File: config.mk
export PLATFORM = sky130hd
export DESIGN_NAME = fp_mul_seq
export DESIGN_NICKNAME = d
export VERILOG_FILES = /design/src/rtl/fp_mul_seq.sv
export SDC_FILE = /design/constraint.sdc
export NUM_CORES = 1
export LEC_CHECK = 0
export BUFFER_PORTS_ARGS = -buffer_cell sky130_fd_sc_hd__buf_2
export CELL_PAD_IN_SITES_DETAIL_PLACEMENT = 0
export CELL_PAD_IN_SITES_GLOBAL_PLACEMENT = 1
export CORE_ASPECT_RATIO = 1.2
export CORE_MARGIN = 1
export CORE_UTILIZATION = 49
export CTS_CLUSTER_DIAMETER = 40
export DETAILED_ROUTE_END_ITERATION = 7
export PLACE_DENSITY = 0.94
export SYNTH_ARGS = -nofsm -noshare
export SYNTH_HDL_FRONTEND = slang
export SYNTH_SLANG_ARGS = --single-unit
File: constraint.sdc
create_clock -name clk -period 6.4 [get_ports clk]
set_input_delay 0.64 -clock clk [delete_from_list [all_inputs] [get_ports clk]]
set_output_delay 0.64 -clock clk [all_outputs]
set_load 0.1 [all_outputs]
File: src/rtl/fp_mul_seq.sv
// fp_mul_seq: multi-cycle IEEE-754 single-precision multiplier (shift-add mantissa, RNE, flush denormals)
package fp;
  localparam int EXPONENT_BITS = 8;
  localparam int FRACTION_BITS = 23;
  typedef struct packed {
    logic                     sign;
    logic [EXPONENT_BITS-1:0] exponent;
    logic [FRACTION_BITS-1:0] fraction;
  } float;
endpackage

module fp_mul_seq #(
  parameter int                   EXP_BITS  = fp::EXPONENT_BITS,
  parameter int                   FRAC_BITS = fp::FRACTION_BITS,
  parameter logic [FRAC_BITS-1:0] QNAN_FRAC = 23'h400000
) (
  input  logic        clk,
  input  logic        rst_n,
  input  logic        in_valid,
  output logic        in_ready,
  input  logic [31:0] in_a,
  input  logic [31:0] in_b,
  output logic        out_valid,
  input  logic        out_ready,
  output logic [31:0] out_result,
  output logic        out_overflow,
  output logic        out_underflow,
  output logic        out_invalid
);
  if (EXP_BITS != fp::EXPONENT_BITS || FRAC_BITS != fp::FRACTION_BITS) begin : g_chk
    $error("fp_mul_seq: field widths must match the fp package");
  end
  typedef enum logic [1:0] {IDLE, MULT, ROUND, DONE} state_t;
  state_t state, next;
  fp::float a, b;
  logic [4:0] cnt;
  logic sign, sp_inv, sp_inf, sp_zero;
  logic [EXP_BITS-1:0] ea, eb;
  logic [FRAC_BITS:0] ma, mb;
  logic [47:0] acc;
  logic a_nan, b_nan, a_inf, b_inf, a_zero, b_zero;
  logic signed [9:0] e0, e1, e2;
  logic hi, g, s, ovf, unf, to_inf, to_zero;
  logic [22:0] mt;
  logic [23:0] rnd;
  logic [31:0] res;
  assign a = in_a;
  assign b = in_b;
  assign a_nan  = (&a.exponent) & (|a.fraction);
  assign b_nan  = (&b.exponent) & (|b.fraction);
  assign a_inf  = (&a.exponent) & ~(|a.fraction);
  assign b_inf  = (&b.exponent) & ~(|b.fraction);
  assign a_zero = ~(|a.exponent);
  assign b_zero = ~(|b.exponent);
  always_ff @(posedge clk)
    if (!rst_n) state <= IDLE;
    else state <= next;
  always_comb begin
    next = state;
    case (state)
      IDLE:    next = in_valid ? MULT : IDLE;
      MULT:    next = (cnt == 5'd23) ? ROUND : MULT;
      ROUND:   next = DONE;
      DONE:    next = out_ready ? IDLE : DONE;
      default: next = IDLE;
    endcase
  end
  always_comb begin
    in_ready  = rst_n & (state == IDLE);
    out_valid = (state == DONE);
  end
  // Normalise the 48-bit product, round to nearest-even, then range-check the exponent
  always_comb begin
    hi      = acc[47];
    mt      = hi ? acc[46:24] : acc[45:23];
    g       = hi ? acc[23] : acc[22];
    s       = hi ? |acc[22:0] : |acc[21:0];
    e0      = 10'(ea) + 10'(eb) - 10'sd127;
    e1      = e0 + 10'(hi);
    rnd     = {1'b0, mt} + 24'(g & (s | mt[0]));
    e2      = e1 + 10'(rnd[23]);
    ovf     = e2 >= 10'sd255;
    unf     = e2 <= 10'sd0;
    to_inf  = sp_inf | (~sp_zero & ovf);
    to_zero = sp_zero | unf;
    res     = sp_inv  ? {1'b0, {EXP_BITS{1'b1}}, QNAN_FRAC} :
              to_inf  ? {sign, {EXP_BITS{1'b1}}, {FRAC_BITS{1'b0}}} :
              to_zero ? {sign, 31'b0} :
                        {sign, e2[7:0], rnd[22:0]};
  end
  always_ff @(posedge clk) begin
    if (!rst_n) begin
      cnt           <= '0;
      sign          <= 1'b0;
      sp_inv        <= 1'b0;
      sp_inf        <= 1'b0;
      sp_zero       <= 1'b0;
      ea            <= '0;
      eb            <= '0;
      ma            <= '0;
      mb            <= '0;
      acc           <= '0;
      out_result    <= '0;
      out_overflow  <= 1'b0;
      out_underflow <= 1'b0;
      out_invalid   <= 1'b0;
    end else begin
      if (state == IDLE && in_valid) begin
        sign    <= a.sign ^ b.sign;
        ea      <= a.exponent;
        eb      <= b.exponent;
        ma      <= a_zero ? '0 : {1'b1, a.fraction};
        mb      <= b_zero ? '0 : {1'b1, b.fraction};
        sp_inv  <= a_nan | b_nan | (a_inf & b_zero) | (b_inf & a_zero);
        sp_inf  <= a_inf | b_inf;
        sp_zero <= a_zero | b_zero;
        cnt     <= '0;
        acc     <= '0;
      end
      if (state == MULT) begin
        acc <= acc + (mb[0] ? (48'(ma) << cnt) : 48'd0);
        mb  <= mb >> 1;
        cnt <= cnt + 5'd1;
      end
      if (state == ROUND) begin
        out_result    <= res;
        out_overflow  <= ~sp_inv & ~sp_inf & ~sp_zero & ovf;
        out_underflow <= ~sp_inv & ~sp_inf & ~sp_zero & ~ovf & unf;
        out_invalid   <= sp_inv;
      end
    end
  end
endmodule
==> results.md, run 1 <==
* Syn_nets at 1645
* Synthesized area per cell at 7.717 um2
* Max-Cap Viols at 0
* Vias in the first global route at 10.19k
* Die area at 24400 um2
* Dpl cells at 1843
* Power Total at 2.411 mW
* CTS tree: built
* Dpl cell area at 12300 um2
* Area of the multi-input gates at 7973 um2
* N_diodes at 0
* Chip Height at 170.9 um
* Clk_lat worst skew at 430 ps
* CTS root buffer: clkbuf_16
* Wire per inst at 16.77 um
* Fin crit period at 5244 ps
* Post-Syn Area at 11650 um2
* CP Max Fanout at 30
* Largest net degree at the start of global routing at 87
* H-tree depth at 4
* Cell area power density at 186.6 nW/um2
* Post-synth EDFFs at 0
* Peak supply drop at 213.8 uV
* Max Used Layer: met4
* Max Transition Viols Final at 0
* Count leader, synth: nand2_1
* Met2 routed WL at 15160 um
* # hold bufs at CTS at 0
* # nets final at 1682
* Worst Tran Pin Value at 1121 ps
* Metal1 wirelength at 14300 um
* GR Overflow Total at 0
* Routed length on met3 at 1148 um
* Die extent in x at 142.8 um
* Worst min path class: reg -> reg
* Critical path origin: acc[47]
* Post-synthesis sequential area ratio at 27.14%
* Hold wc startpoint: out_result[13]
* Final setup vio count at 0
* Status: complete, no violations
* Final wirelength at 31440 um
* 1st-iter DRT viols at 725
* Synthesized instance count at 1510
* Cell row count at 61
* Detail Route Antenna Nets at 0
* Synth area leader: dfxtp_1
* Synth cell types at 82
* Worst-path clk slew at 70 ps
* Setup slack, reg-to-reg at 1160 ps
* Final hold violations at 0
* Rel. slew slack at 25.18%
* Initial antenna violation count at 0
* Filler cells at 2213
* Top cells by area, synth: dfxtp_1 (27%), nand2_1 (7.1%), ha_1 (6.9%)
* Asr flop ratio synth at 0%
* # IOs at 105
* TNS Setup at 0 ps
* Detailed Place HPWL at 23290 um
* Synth Flop Type: dfxtp_1
* RD Place Congestion at 0.9808
* Num CTS Buffers at 17
* First-pass GRT wire length at 51220 um
* Post-CTS Setup Bufs at 0
* Total GRT Usage at 26.28%
* Kind of critical path: reg -> reg
* Vias at 11.15k
* Finished Layout Cells at 1875
* Input/output buffers at 104
* Max Freq at 0.1907 GHz
* RSZ-0062 raised after global routing: false
* Core area at 23280 um2
* Post-synth top area share at 27.14%
* Setup crit start kind: register
* Clock sinks at 158
* Share of cells above drive strength 1 at 13.21%
* Worst Path Arrival at 5570 ps
* Synth cell count leaders: nand2_1 (219), dfxtp_1 (158), a21oi_1 (94), nor2_1 (86), o21ai_0 (82)
* Synthesis warning total at 0
* Required time worst endpoint at 6730 ps
* Static Leak at 4.972 nW
* FF/Latch Area at 3164 um2
* DR vias/cell at 5.946
* CTS resizes at 0
* FF+latch count, synth at 158
* First-pass DRT Iterations at 5
* Post-route DRC at 0
* Final Cell Area at 12920 um2
* Period utilization at 81.93%
* Setup Skew at 5.501 ps
* Crit Reg-Reg Startpoint: acc[47]
* Area delta synth->final at 10.92%
* CP Capture Type: register
* Buffers from clock root to sink, at most at 2
* Initial Util at 50.06%
==> placed cells by master, fill, tap and decap left out, types with 26 or more instances in the layout <==
| master | synthesis | routed |
|---|---|---|
| and2_1 | 26 | 27 |
| buf_2 | 8 | 104 |
| nand2_1 | 219 | 217 |
| a21boi_0 | 49 | 49 |
| xnor2_1 | 30 | 30 |
| nor2_1 | 86 | 86 |
| mux2i_1 | 37 | 37 |
| nand3_1 | 69 | 69 |
| dfxtp_1 | 158 | 157 |
| and3_1 | 33 | 33 |
| inv_1 | 35 | 35 |
| ha_1 | 64 | 64 |
| a21oi_1 | 94 | 94 |
| a21o_1 | 26 | 26 |
| o21ai_1 | 34 | 34 |
| o21ai_0 | 82 | 82 |
| nor2b_1 | 48 | 47 |
==> flip-flops by register name, summed over array words and instances, names as in the netlist <==
signal,cells
acc,48
out_result,32
ma,24
mb,24
ea,8
eb,8
cnt,5
state,2
out_invalid,1
out_overflow,1
out_underflow,1
sign,1
sp_inf,1
sp_inv,1
sp_zero,1
==> area by class of cell <==
cell class                 instances  share of cell area [%]
tap                              315                   3.049
sequential                       158                   24.48
clock buffer                      19                   3.504
multi-input combinational       1216                   61.68
clock inverter                    13                   1.365
timing repair buffer             119                   4.898
inverter                          35                   1.016
==> worst paths after layout <==
kind,end,cells past startpoint
setup / recovery,out_result[15],20
hold / removal,out_result[13],2
setup reg to reg,out_result[15],20
hold reg to reg,out_result[13],2
==> metal layers <==
layer | global-route usage (%) | vias to the layer above
met5 | 0 | -
met4 | 10.61 | 0
met3 | 3.051 | 58
met2 | 44.50 | 291
met1 | 33.82 | 5218
li1 | - | 5581
==> worst max-delay path: stages, from the launching register on <==
cell      delay [ps]
dfxtp_2          680
nand2_1          100
a21oi_1          330
and4b_1          270
nand2_1          110
nor3_2           390
nand2_1          170
nor2_1           160
fa_1             200
inv_1             60
fa_1             400
nor2b_1          130
o21ai_1           80
a21boi_1         200
o21ai_1          110
a22oi_1          210
xor2_1           290
o31a_4           220
and2b_1          170
nand3_2          390
o41ai_1          460
==> metrics by stage <==
step | utilization, % | hold WS, ps | setup WS, ps
after detailed placement | 52.82 | 435.8 | 1219
after CTS | 55.52 | 444.8 | 1183
after floorplan | - | 443.5 | 2175
after global routing | 55.52 | 458.0 | 619.4
final | 55.52 | 441.5 | 1156
after global placement | 52.82 | 434.2 | 1421
==> where the power goes <==
group | total (mW) | switching [mW] | internal [mW]
logic | 0.278 | 0.168 | 0.110
registers | 1.04 | 0.0294 | 1.01
clock network | 1.09 | 0.449 | 0.643
==> logic make-up (layout without fill, tap and decap cells) <==
group / count (synthesis) / count (layout) / synth area share, %
DFF: 158 / 158 / 27.14
muxes: 64 / 64 / 6.754
adders and majority gates: 67 / 67 / 7.388
and+or+nand+nor: 571 / 571 / 23.57
xor gates and xnor gates: 55 / 55 / 4.198
buffers and inverters: 136 / 186 / 4.499
AOI/OAI and AO/OA: 459 / 459 / 26.45
No activity file was read; power rests on OpenSTA's default activity.
==> run 2, diff against run 1 <==
- CORE_UTILIZATION: 49 -> 45
- PLACE_DENSITY: 0.94 -> 0.88
- clock period: 6.4 -> 5.38 ns (I/O delays scaled with it)
==> results.md, run 2 (same netlist as run 1, synthesis figures left out) <==
* Max-Cap Viols at 0
* Required time worst endpoint at 5720 ps
* Buffers from clock root to sink, at most at 2
* Worst-path clk slew at 70 ps
* Vias at 11.10k
* Area delta synth->final at 11.56%
* Worst setup slack after layout at 524.7 ps
* H-tree depth at 4
* # nets final at 1692
* 1st-iter DRT viols at 663
* Period utilization at 90.25%
* Setup slack, reg-to-reg at 520 ps
* Internal power at 2.006 mW
* Largest net degree at the start of global routing at 69
* Final wirelength at 32200 um
* Clk_lat worst skew at 450 ps
* Detailed Place HPWL at 23950 um
* RD Place Congestion at 0.9321
* Detail Route Antenna Nets at 0
* Num CTS Buffers at 17
* Slowest-stage cell, CP: o41ai_2
* CTS tree: built
* Final hold slack at 352.3 ps
* Power Total at 2.786 mW
* Post-route DRC at 0
* Total GRT Usage at 24.78%
* Die area at 26540 um2
* Sw Share at 27.99%
* CP Capture Type: register
* WHS Endpoint: eb[6]
* Peak supply drop at 201.1 uV
* Core area at 25460 um2
* Max Freq at 0.2060 GHz
* Setup Skew at 16.44 ps
* # hold bufs at CTS at 0
* First-pass DRT Iterations at 5
* Initial antenna violation count at 0
* Initial Util at 45.76%
* Cell row count at 64
* Biggest regs: acc (48), out_result (32)
* Combinational fraction of design power at 12.1%
* Top reg by flops: acc
* Fin crit period at 4855 ps
* Worst Tran Pin Value at 1115 ps
* Wire per inst at 16.96 um
* # IOs at 105
* Kind of critical path: reg -> reg
* Crit-path cells: inv_1 -> nand2_1 -> a21oi_1 -> and4b_1 -> nand2_1 -> nor3_4 -> nand2_1 -> nor2_1 -> fa_1 -> inv_1 -> fa_1 -> nor2b_1 -> o21ai_1 -> a21boi_1 -> o21ai_1 -> a22oi_1 -> xor2_1 -> o31a_4 -> and2b_1 -> nand3_4 -> o41ai_2
* Status: complete, no violations
* GR Overflow Total at 0
* Clock sinks at 158
* Worst hold stages at 3
* Vias in the first global route at 10.47k
* Crit Reg-Reg Startpoint: acc[47]
* Filler cells at 2538
* N_diodes at 0
* Net Switching at 0.7800 mW
* Final setup vio count at 0
* Share of cells above drive strength 1 at 13.70%
* Worst path most repeated cell: nand2_1
* Commonest cells after routing, fill and taps aside: nand2_1 (217), dfxtp_1 (157), buf_2 (104)
* Setup crit start kind: register
* Clock group share of total power at 43.6%
* Slowest stage delay, CP at 420 ps
* Worst reg2reg path depth at 21
* Placement Setup Slack at 200.8 ps
* First-pass GRT wire length at 52510 um
* Final hold violations at 0
* Chip Height at 178.3 um
* Worst Path Arrival at 5200 ps
* Hold wc startpoint: in_b[29]
* TNS Setup at 0 ps
* Max Transition Viols Final at 0
* Flop pwr share at 44.2%
* Post-layout util at 51.05%
* CTS root buffer: clkbuf_16
* Max reg flops at 48
* Input/output buffers at 104
* Critical R2R Capture: out_result[20]
* Cell area power density at 214.3 nW/um2
* Static Leak at 5.022 nW
* Worst min path class: in -> reg
* RSZ-0062 raised after global routing: false
* CP Max Fanout at 22
* Rel. slew slack at 25.64%
* Die extent in x at 148.9 um
* Commonest non-fill, non-tap cell in the layout: nand2_1
* DR vias/cell at 5.845
==> run 2: cell types whose count changed in the layout (fill, tap and decap cells not counted), moves of 2 or more <==
cell / before / now
bufinv_16: 3 / 1
buf_4: 15 / 23
inv_6: 3 / 6
clkinv_4: 3 / 1
==> run 2: cell type report <==
class	count	area (um2)	share of cell area, %
clock inverter	12	125.1	0.9625
tap	330	412.9	3.176
clock buffer	19	452.9	3.484
timing repair buffer	129	724.4	5.573
sequential	158	3167	24.36
multi-input combinational	1216	7986	61.43
inverter	35	131.4	1.011
==> run 2: timing repair <==
action | 4_1_cts | 5_1_grt
endpoints found under the hold margin | 0 | 0
endpoints found under the setup margin | 0 | 22
setup buffers | 0 | 0
resized for setup | 0 | 4
==> run 2: worst max path at each step <==
| stage | start | end | slack, ps |
|---|---|---|---|
| global placement | acc[47] | out_result[14] | 480 |
| floorplan | cnt[1] | acc[46] | 1150 |
| finish | acc[47] | out_result[20] | 520 |
| global route | acc[47] | out_result[15] | 40 |
| CTS | acc[47] | out_result[15] | 200 |
| detailed placement | acc[47] | out_result[15] | 200 |
==> run 2: power groups by stage <==
stage	logic (mW)	registers, mW	clock network (mW)
floorplan	0.237	1.25	0
global placement	0.331	1.26	0
detailed placement	0.335	1.26	0
CTS	0.338	1.23	1.23
global route	0.375	1.24	1.28
finish	0.338	1.23	1.22
==> run 2: metal layers <==
| metal | track usage, % | wire length [um] | up-vias | part of all wire [%] |
|---|---|---|---|---|
| li1 | - | - | 5585 | - |
| met1 | 31.29 | 14740 | 5204 | 46 |
| met2 | 42.00 | 15420 | 259 | 48 |
| met3 | 3.708 | 1140 | 52 | 3.5 |
| met4 | 9.991 | 903 | 0 | 2.8 |
| met5 | 0 | 0 | - | 0 |
==> run 2: stage by stage <==
stage | instance area, um2 | std cells
floorplan | 11650 | 1510
global placement | 12400 | 1868
detailed placement | 12400 | 1868
CTS | 12980 | 1899
global route | 13000 | 1899
finish | 13000 | 1899
==> run 2: worst max-delay path, delay by kind of cell (launching register included) <==
family                   cells  cell delay, ps
flip-flops                   1             410
buffers and inverters        2             140
AO/OA/AOI/OAI                7            1580
AND/OR/NAND/NOR              9            1680
XOR/XNOR                     1             320
adder cells (fa/ha/maj)      2             590
